==> src/rtl/serial_word_receiver.sv <==
// Serial frame receiver: start bit, WIDTH data bits, optional even parity,
// delivered on a valid/ready output port with a sticky overrun flag.
module serial_word_receiver #(
  parameter int WIDTH     = 4,
  parameter int PARITY_EN = 1
) (
  input  logic             clk,
  input  logic             reset_L,
  input  logic             enb,
  input  logic             dir,
  input  logic             s_in,
  input  logic             q_ready,
  output logic [WIDTH-1:0] q,
  output logic             q_valid,
  output logic             par_err,
  output logic             overrun,
  output logic             busy
);

  localparam int CW = (WIDTH > 2) ? $clog2(WIDTH) : 1;
  localparam logic [CW-1:0] LAST = CW'(WIDTH - 1);

  typedef enum logic [1:0] {
    IDLE,
    SHIFT,
    PARITY
  } state_t;

  state_t           state;
  state_t           state_d;
  logic [CW-1:0]    cnt;
  logic [CW-1:0]    cnt_d;
  logic [WIDTH-1:0] sh;
  logic [WIDTH-1:0] sh_d;
  logic [WIDTH-1:0] sh_in;
  logic [WIDTH-1:0] word;
  logic             dir_q;
  logic             dir_d;
  logic             done;
  logic             perr;

  assign sh_in = dir_q ? {sh[WIDTH-2:0], s_in}
                       : {s_in, sh[WIDTH-1:1]};
  assign busy  = (state != IDLE);

  always_comb begin
    state_d = state;
    cnt_d   = cnt;
    sh_d    = sh;
    dir_d   = dir_q;
    done    = 1'b0;
    word    = sh;
    perr    = 1'b0;
    if (enb) begin
      unique case (state)
        IDLE: begin
          if (s_in) begin
            state_d = SHIFT;
            dir_d   = dir;
            cnt_d   = '0;
          end
        end
        SHIFT: begin
          sh_d  = sh_in;
          cnt_d = cnt + 1'b1;
          if (cnt == LAST) begin
            cnt_d = '0;
            if (PARITY_EN != 0) begin
              state_d = PARITY;
            end else begin
              state_d = IDLE;
              done    = 1'b1;
              word    = sh_in;
            end
          end
        end
        PARITY: begin
          state_d = IDLE;
          done    = 1'b1;
          perr    = (^sh) ^ s_in;
        end
        default: state_d = IDLE;
      endcase
    end
  end

  always_ff @(posedge clk or negedge reset_L) begin
    if (!reset_L) begin
      state <= IDLE;
      cnt   <= '0;
      sh    <= '0;
      dir_q <= 1'b0;
    end else begin
      state <= state_d;
      cnt   <= cnt_d;
      sh    <= sh_d;
      dir_q <= dir_d;
    end
  end

  // A completing frame may replace a word that is consumed on the same edge.
  always_ff @(posedge clk or negedge reset_L) begin
    if (!reset_L) begin
      q       <= '0;
      q_valid <= 1'b0;
      par_err <= 1'b0;
      overrun <= 1'b0;
    end else if (done) begin
      if (!q_valid || q_ready) begin
        q       <= word;
        par_err <= perr;
        q_valid <= 1'b1;
      end else begin
        overrun <= 1'b1;
      end
    end else if (q_valid && q_ready) begin
      q_valid <= 1'b0;
    end
  end

endmodule

==> config.mk <==
export PLATFORM = sky130hd
export DESIGN_NAME = serial_word_receiver
export DESIGN_NICKNAME = d
export VERILOG_FILES = /design/src/rtl/serial_word_receiver.sv
export SDC_FILE = /design/constraint.sdc
export NUM_CORES = 1
export LEC_CHECK = 0
export BUFFER_PORTS_ARGS = -buffer_cell sky130_fd_sc_hd__buf_2
export CORE_MARGIN = 4
export CORE_UTILIZATION = 40
export DETAILED_ROUTE_END_ITERATION = 16
export PLACE_DENSITY_LB_ADDON = 0.05
export SYNTH_ARGS = -nofsm -noshare
export SYNTH_HDL_FRONTEND = slang
export SYNTH_SLANG_ARGS = --single-unit
==> constraint.sdc <==
create_clock -name clk -period 1.4 [get_ports clk]
set_clock_uncertainty 0.15 [all_clocks]
set_input_delay 0.21 -clock clk [delete_from_list [all_inputs] [get_ports clk]]
set_output_delay 0.21 -clock clk [all_outputs]
set_load 0.02 [all_outputs]
Word-level counts from Yosys, hierarchy flattened --
Cells that the tools add are included.
Cells by class: mux-type cells 14, reductions and logical operators 15, add/subtract/negate cells 1, eq/ne operators 6, bitwise gates (word level) 2
Operator list (number):
- $reduce_and 3->1 | 3
- $mux 2 | 4
- $pmux 2 s2 | 2
- $reduce_and 2->1 | 4
- $mux 1 | 7
- $reduce_bool 2->1 | 3
- $eq 2x2->1 const B | 2
- $mux 4 | 1
- $ne 2x2->1 const B | 2
- $reduce_xor 4->1 | 1
- $add 2x1->2 const B | 1
- $eq 2x1->1 const B | 1
- $logic_not 2->1 | 1
- $ne 2x1->1 const B | 1
- $logic_and 1x1->1 | 1
- $logic_not 1->1 | 1
- $logic_or 1x1->1 | 1
- $not 1->1 | 1
- $xor 1x1->1 | 1
Storage, ports and cells: output and inout bits 8, register bits after elaboration 16, logic and storage cells 46

Longest topological paths before layout --
Gate-level depths: netlist (run 1).
word-level depth 5, depth in mapped cells 3, depth with buffers taken out 3

Least setup slack after synthesis (run 1) --
OpenSTA, ideal clock, no wires.
path type register -> register, from register state[0], to register q[0], arrival time 1.161 ns, stages on the path, launching flop included 4, slack -0.036 ns, buffers on the path 0, cell sequence dfrtp_1 -> nand3b_1 -> nor2b_4 -> mux2_2
On the way: longest elaborated chain between the ends 4
RTL lines:
- start, declared | line 29 | state_t state;
- start signal, assigned | line 94 | state <= state_d;
- $eq 2x2->1 | line 55 | unique case (state)
- $mux 1
- $mux 1 | line 54 | if (enb) begin
- $reduce_and 2->1 (no line)
- end signal, assigned | line 110 | q <= word;
- end, declared | line 13 | output logic [WIDTH-1:0] q,
No other way between the ends. A chain may end at the register's enable or synchronous reset.

Final worst setup path (run 1) --
from register state[1], to output port busy
On the way: longest elaborated chain between the ends 1
RTL lines:
- $reduce_bool 2->1 | line 44 | assign busy = (state != IDLE);
- end, declared | line 17 | output logic busy
No other way between the ends.

==> results.sh, run 1 <==
export IMPL_status="finished with violations"
export IMPL_violations="setup timing"
export IMPL_rr_startpoint="state[1]"
export IMPL_slowest_delay_ps=410
export IMPL_ant_nets=0
export IMPL_setup_viol=7
export IMPL_yosysTopAreaCell="dfrtp_1"
export IMPL_wirelength_mm=1.385
export IMPL_yosys_warnings=0
export IMPL_first_pass_iters=2
export IMPL_peakVddDrop_uv=927.7
export IMPL_htree_levels=1
export IMPL_postSynthAreaPerCell_sq_um=12.71
export IMPL_cts_buffers=3
export IMPL_power_density_nw_per_um2=2007
export IMPL_post_route_period_util=1.081
export IMPL_grt_first_pass_wirelength_mm=2.428
export IMPL_die_area_sq_um=2556
export IMPL_total_power_uw=2134
export IMPL_final_area_sq_um=1064
export IMPL_crit_path_end="busy"
export IMPL_io_buffer_count=13
export IMPL_placed_area_sq_um=892.1
export IMPL_hp_class="in2reg"
export IMPL_fp_dieH_microns=50.56
export IMPL_cp_common_cell="buf_6"
export IMPL_drive_above_1_share=0.5556
export IMPL_p_comb_frac=0.512
export IMPL_crit_type="reg2out"
export IMPL_cp_end_kind="output pin"
export IMPL_p_leak_uw=0.0005543
export IMPL_clkTransAtPathRegs_ps=90
export IMPL_rsz0062_at_grt="true"
export IMPL_ys_ff_latch=16
export IMPL_row_count=15
export IMPL_area_growth_pct=46.80
export IMPL_rr_worst_depth=4
export IMPL_power_internal_uw=1413
export IMPL_track_usage=0.1234
export IMPL_hold_viol_final=0
export IMPL_power_switching_uw=721.1
export IMPL_start_util=0.4196
export IMPL_p_sw_frac=0.3379
export IMPL_root_buffer="clkbuf_4"
export IMPL_syn_num_nets=64
export IMPL_cp_slowest_cell="dfrtp_1"
export IMPL_timing_hold_ws_ps=15.12
export IMPL_crit_fanout=2
export IMPL_utilization=0.6159
export IMPL_dp_hpwl_microns=978.7
export IMPL_cts_buffer_depth=2
export IMPL_cts_sinks=16
export IMPL_grt_max_degree=17
export IMPL_worst_slack_ps=-112.9
export IMPL_max_freq_mhz=661.0
export IMPL_ios=14
export IMPL_grt_overflow=0
export IMPL_max_cap_violations=0
export IMPL_sequentialPowerShare=0.350
export IMPL_cp_cell_sequence="buf_6 -> or2_4 -> buf_6"
export IMPL_vias_per_cell=4.652
export IMPL_antenna_cells=0
export IMPL_clk_latency_ps=270
export IMPL_drt_iter0_drc=7
export IMPL_cp_data_arrival_time_ps=1150
export IMPL_die_w_microns=50.56
export IMPL_synth_area_sq_um=724.4
export IMPL_route_vias_total=535
export IMPL_final_max_slew_viol_count=0
export IMPL_synthDistinctLibCells=23
export IMPL_ys_seq_area_frac=0.5527
export IMPL_place_gp_congestion=0.7080
export IMPL_start_kind="register"
export IMPL_synthCells=57
export IMPL_worst_pin_slew_ps=345.9
export IMPL_cts_tree="done"
export IMPL_first_global_vias=560
export IMPL_maxSlewHeadroom=0.7694
export IMPL_fin_nets=98
export IMPL_pre_cts_slack_ps=-16.92
export IMPL_r2r_end="q[1]"
export IMPL_crit_start="state[1]"
export IMPL_power_frac_clock=0.138
export IMPL_crit_required_ps=1040
export IMPL_core_area_sq_um=1727
export IMPL_antenna_found_initial=0
export IMPL_wl_per_cell_microns=12.04
export IMPL_drc=0
export IMPL_netlist_top_cells_area="dfrtp_1 55%, mux2_2 7.8%, mux2i_1 5.5%, o21ai_0 4.1%, xnor3_1 3.1%"
export IMPL_rrSetupSlack_ps=-90
export IMPL_synth_top_area_share=0.5527
export IMPL_final_min_clock_period_ps=1513
## stage by stage
step	std cells	TNS, ps
detailed placement	104	-59.30
global route	115	-1061
floorplan	57	-144.9
CTS	115	-498.1
finish	115	-562.7
global placement	104	-9.426
## metal layers
layer | global-route usage | routed length (microns) | vias up
li1 | - | - | 272
met1 | 0.1635 | 649 | 251
met2 | 0.2043 | 663 | 12
met3 | 0.02967 | 72 | 0
met4 | 0.02691 | 0 | 0
met5 | 0 | 0 | -
## power groups by stage
stage / combinational, uW / sequential (uW) / clock [uW]
3_3_place_gp: 847 / 748 / 0
5_1_grt: 1190 / 772 / 346
4_1_cts: 989 / 747 / 307
6_report: 1090 / 747 / 295
3_5_place_dp: 860 / 751 / 0
2_1_floorplan: 472 / 814 / 0
## how the worst min path moves through the flow
stage | slack (ps) | to | from | cells past startpoint
floorplan | -240 | cnt[0] | reset_L | 0
global placement | -2 | overrun | reset_L | 1
detailed placement | -7 | overrun | reset_L | 1
CTS | 10 | dir_q | dir | 2
global route | 3 | dir_q | dir | 2
finish | 20 | dir_q | dir | 2
## logic make-up (layout without fill, tap and decap cells)
| kind of cell | count (synthesis) | in the layout | synth area share |
|---|---|---|---|
| XOR/XNOR | 3 | 3 | 0.05527 |
| multiplexers | 10 | 10 | 0.1537 |
| buffers and inverters | 3 | 36 | 0.01554 |
| AO/OA/AOI/OAI | 11 | 11 | 0.09500 |
| AND/OR/NAND/NOR | 13 | 13 | 0.1105 |
| adder cells (fa/ha/maj) | 1 | 1 | 0.01727 |
| flip-flops | 16 | 16 | 0.5527 |
## final cells by class
cell class / count / area (sq um)
multi-input combinational: 38 / 369.1
sequential: 16 / 400.4
tap: 25 / 31.28
fill: 149 / 663.1
timing repair buffer: 30 / 219.0
inverter: 2 / 7.507
clock buffer: 4 / 36.28
## registers in the layout, summed over array words and instances, names as in the netlist
name / count
par_err: 1
q: 4
q_valid: 1
cnt: 2
overrun: 1
dir_q: 1
sh: 4
state: 2
## cell usage after synthesis
| cell type | instances |
|---|---|
| or2_2 | 1 |
| nor2b_4 | 1 |
| o21ai_0 | 6 |
| nor2b_1 | 1 |
| nor3_1 | 1 |
| a32o_1 | 1 |
| nand2_1 | 5 |
| dfrtp_1 | 16 |
| a21o_1 | 2 |
| o22ai_1 | 1 |
| xor2_1 | 1 |
| and3b_1 | 1 |
| clkbuf_1 | 1 |
| nand3b_1 | 2 |
| xnor3_1 | 1 |
| mux2_2 | 5 |
| xnor2_1 | 1 |
| mux2i_1 | 4 |
| ha_1 | 1 |
| o21bai_1 | 1 |
| nand2b_1 | 1 |
| mux2_4 | 1 |
| inv_1 | 2 |
## critical path: cells and delay by family (launching register included)
kind / cells / cell delay (ps)
buffers and inverters: 2 / 250
DFF: 1 / 410
and+or+nand+nor: 1 / 220
## cells in the final DEF (no fill, tap or decap), drive strengths merged, types with 2 or more instances in the layout
cell,instances
mux2,6
inv,2
o21ai,6
mux2i,4
nor2b,2
clkbuf,4
dlygate4sd3,2
nand2,5
a21o,2
buf,28
dfrtp,16
nand3b,2
## timing repair
action,CTS,global route
gates resized for setup,11,16
pin swaps,1,5
endpoints found under the setup margin,6,14
cloned,0,0
hold endpoints to repair,17,0
buffers inserted,5,0
hold buffers,2,0
No activity file was read; power rests on OpenSTA's default activity.
==> inputs of run 2 (changes only) <==
- ABC_AREA: default -> 1
==> results.sh, run 2 <==
export IMPL_ys_seq_area_frac=0.5289
export IMPL_root_buffer="clkbuf_4"
export IMPL_utilization=0.5291
export IMPL_yosys_warnings=0
export IMPL_drive_above_1_share=0.2500
export IMPL_dp_hpwl_mm=1.023
export IMPL_max_cap_violations=0
export IMPL_core_area_sq_um=1764
export IMPL_cp_end_kind="output pin"
export IMPL_wirelength_mm=1.493
export IMPL_wl_met2_microns=671
export IMPL_start_kind="register"
export IMPL_synth_edff_count=0
export IMPL_synth_area_sq_um=757.0
export IMPL_die_area_sq_um=2652
export IMPL_clk_latency_ps=280
export IMPL_worst_slack_ps=1.381
export IMPL_p_comb_frac=0.445
export IMPL_crit_type="reg2out"
export IMPL_top_regs="q (4), sh (4)"
export IMPL_htree_levels=1
export IMPL_wl_met1_microns=725
export IMPL_final_max_slew_viol_count=0
export IMPL_die_w_microns=51.50
export IMPL_netlist_top_cells_count="17 x nand2_1, 16 x dfrtp_1, 14 x inv_1"
export IMPL_ys_ff_latch=16
export IMPL_wl_per_cell_microns=11.23
export IMPL_slowest_delay_ps=440
export IMPL_sequentialPowerShare=0.426
export IMPL_postSynthAreaPerCell_sq_um=8.602
export IMPL_path_buf_inv=2
export IMPL_antenna_found_initial=0
export IMPL_p_leak_uw=0.0004746
export IMPL_cp_slowest_cell="dfrtp_1"
export IMPL_fin_nets=117
export IMPL_ant_nets=0
export IMPL_placed_cells=125
export IMPL_worst_pin_slew_ps=368.9
export IMPL_track_usage=0.1155
export IMPL_max_freq_mhz=715.0
export IMPL_place_gp_congestion=0.7785
export IMPL_rsz0062_at_grt="true"
export IMPL_yosys_most_used_dff="dfrtp_1"
export IMPL_vias_per_cell=4.865
export IMPL_setup_viol=0
export IMPL_cts_tree="done"
export IMPL_final_min_clock_period_ps=1399
export IMPL_grt_first_pass_wirelength_mm=2.270
export IMPL_async_flop_share=1.000
export IMPL_p_sw_frac=0.4223
export IMPL_clkTransAtPathRegs_ps=90
export IMPL_synth_top_area_share=0.5289
export IMPL_crit_required_ps=1040
export IMPL_hold_viol_final=0
export IMPL_antenna_cells=0
export IMPL_area_growth_pct=23.31
export IMPL_crit_fanout=3
export IMPL_wl_met3_microns=81
export IMPL_synthCells=88
export IMPL_highest_layer="met4"
export IMPL_first_global_vias=534
export IMPL_status="complete, no violations"
export IMPL_synthDistinctLibCells=17
export IMPL_grt_overflow=0
export IMPL_drc=0
export IMPL_start_util=0.4291
export IMPL_tns_ps=0
export IMPL_power_frac_clock=0.129
export IMPL_hp_class="in2reg"
export IMPL_drt_iter0_drc=10
export IMPL_fp_dieH_microns=51.50
export IMPL_row_count=15
export IMPL_critPathTopFamily="flip-flops"
export IMPL_power_density_nw_per_um2=1979
export IMPL_cp_cell_sequence="nor2_2 -> inv_1 -> buf_6"
export IMPL_power_switching_uw=780.1
export IMPL_yosys_cell_count_top_type="nand2_1"
export IMPL_mostFrequentLayoutCells="17 x nand2_1, 16 x dfrtp_1, 12 x inv_1, 12 x buf_2"
export IMPL_power_internal_uw=1067
export IMPL_netlist_top_cells_area="dfrtp_1 53%, nand2_1 8.4%, inv_1 6.9%, nand3_1 6.0%, o21ai_0 6.0%"
export IMPL_placed_area_sq_um=848.3
export IMPL_route_vias_total=647
export IMPL_peakVddDrop_uv=832.2
export IMPL_post_route_period_util=0.9990
export IMPL_io_buffer_count=13
export IMPL_cts_buffers=3
export IMPL_cts_buffer_depth=2
export IMPL_mostFrequentLayoutCell="nand2_1"
export IMPL_syn_num_nets=95
export IMPL_stdcell_count=133
export IMPL_pre_cts_slack_ps=139.6
export IMPL_final_area_sq_um=933.4
export IMPL_cp_data_arrival_time_ps=1040
export IMPL_cts_sinks=16
export IMPL_maxSlewHeadroom=0.7532
export IMPL_yosysTopAreaCell="dfrtp_1"
export IMPL_grt_max_degree=17
export IMPL_first_pass_iters=4
export IMPL_ios=14
## run 2: repair_timing
| action | CTS | global route |
|---|---|---|
| setup buffers | 2 | 0 |
| setup endpoints to repair | 1 | 7 |
| hold endpoints to repair | 16 | 0 |
| pin swaps | 0 | 1 |
| gates cloned | 0 | 2 |
| resized for setup | 2 | 7 |
| hold buffers | 1 | 0 |
## run 2: worst paths after layout
| path | from | to | slack, ps | cells after the start |
|---|---|---|---|---|
| worst max-delay path | state[1] | busy | 1 | 3 |
| worst min-delay path | dir | dir_q | 20 | 3 |
| worst max register to register | state[0] | q[3] | 110 | 5 |
| worst min register to register | overrun | overrun | 320 | 1 |
| max in group asynchronous | reset_L | cnt[0] | 610 | 2 |
| min in group asynchronous | reset_L | q[0] | 230 | 2 |
## run 2: cell families after synthesis
family          count (synthesis)  synth area share
compound gates                 18            0.1355
xor+xnor                        1           0.01157
fa+ha+maj                       1           0.01653
buf+inv                        16           0.08098
flops                          16            0.5289
simple gates                   36            0.2264
## run 2: per-layer routing
metal / GRT usage / up-vias
li1: - / 331
met1: 0.1578 / 297
met2: 0.1674 / 17
met3: 0.02579 / 2
met4: 0.06550 / 0
met5: 0 / -
## run 2: power by group through the flow
stage	Sequential (uW)	Clock, uW	Combinational, uW
after global routing	815	260	918
after CTS	787	243	773
after global placement	802	0	715
final	787	238	822
after detailed placement	806	0	722
after floorplan	851	0	469
## run 2: cell type report
| type | count | area [sq um] |
|---|---|---|
| clock buffer | 3 | 22.52 |
| fill | 186 | 830.8 |
| timing repair inverter | 1 | 7.507 |
| timing repair buffer | 16 | 96.34 |
| sequential | 16 | 400.4 |
| tap | 25 | 31.28 |
| multi-input combinational | 57 | 316.6 |
| inverter | 15 | 58.81 |
## run 2: worst reg2reg max path, delay by kind of cell (launching register included)
family / cells / cell delay, ps
compound gates: 1 / 90
buf+inv: 2 / 230
flops: 1 / 400
simple gates: 2 / 290
## run 2: metrics by stage
step	power [uW]	hold slack [ps]
final	1847	15.13
after floorplan	1320	-235.6
after global routing	1994	51.40
after detailed placement	1528	-7.753
after global placement	1517	-5.908
after CTS	1802	17.27
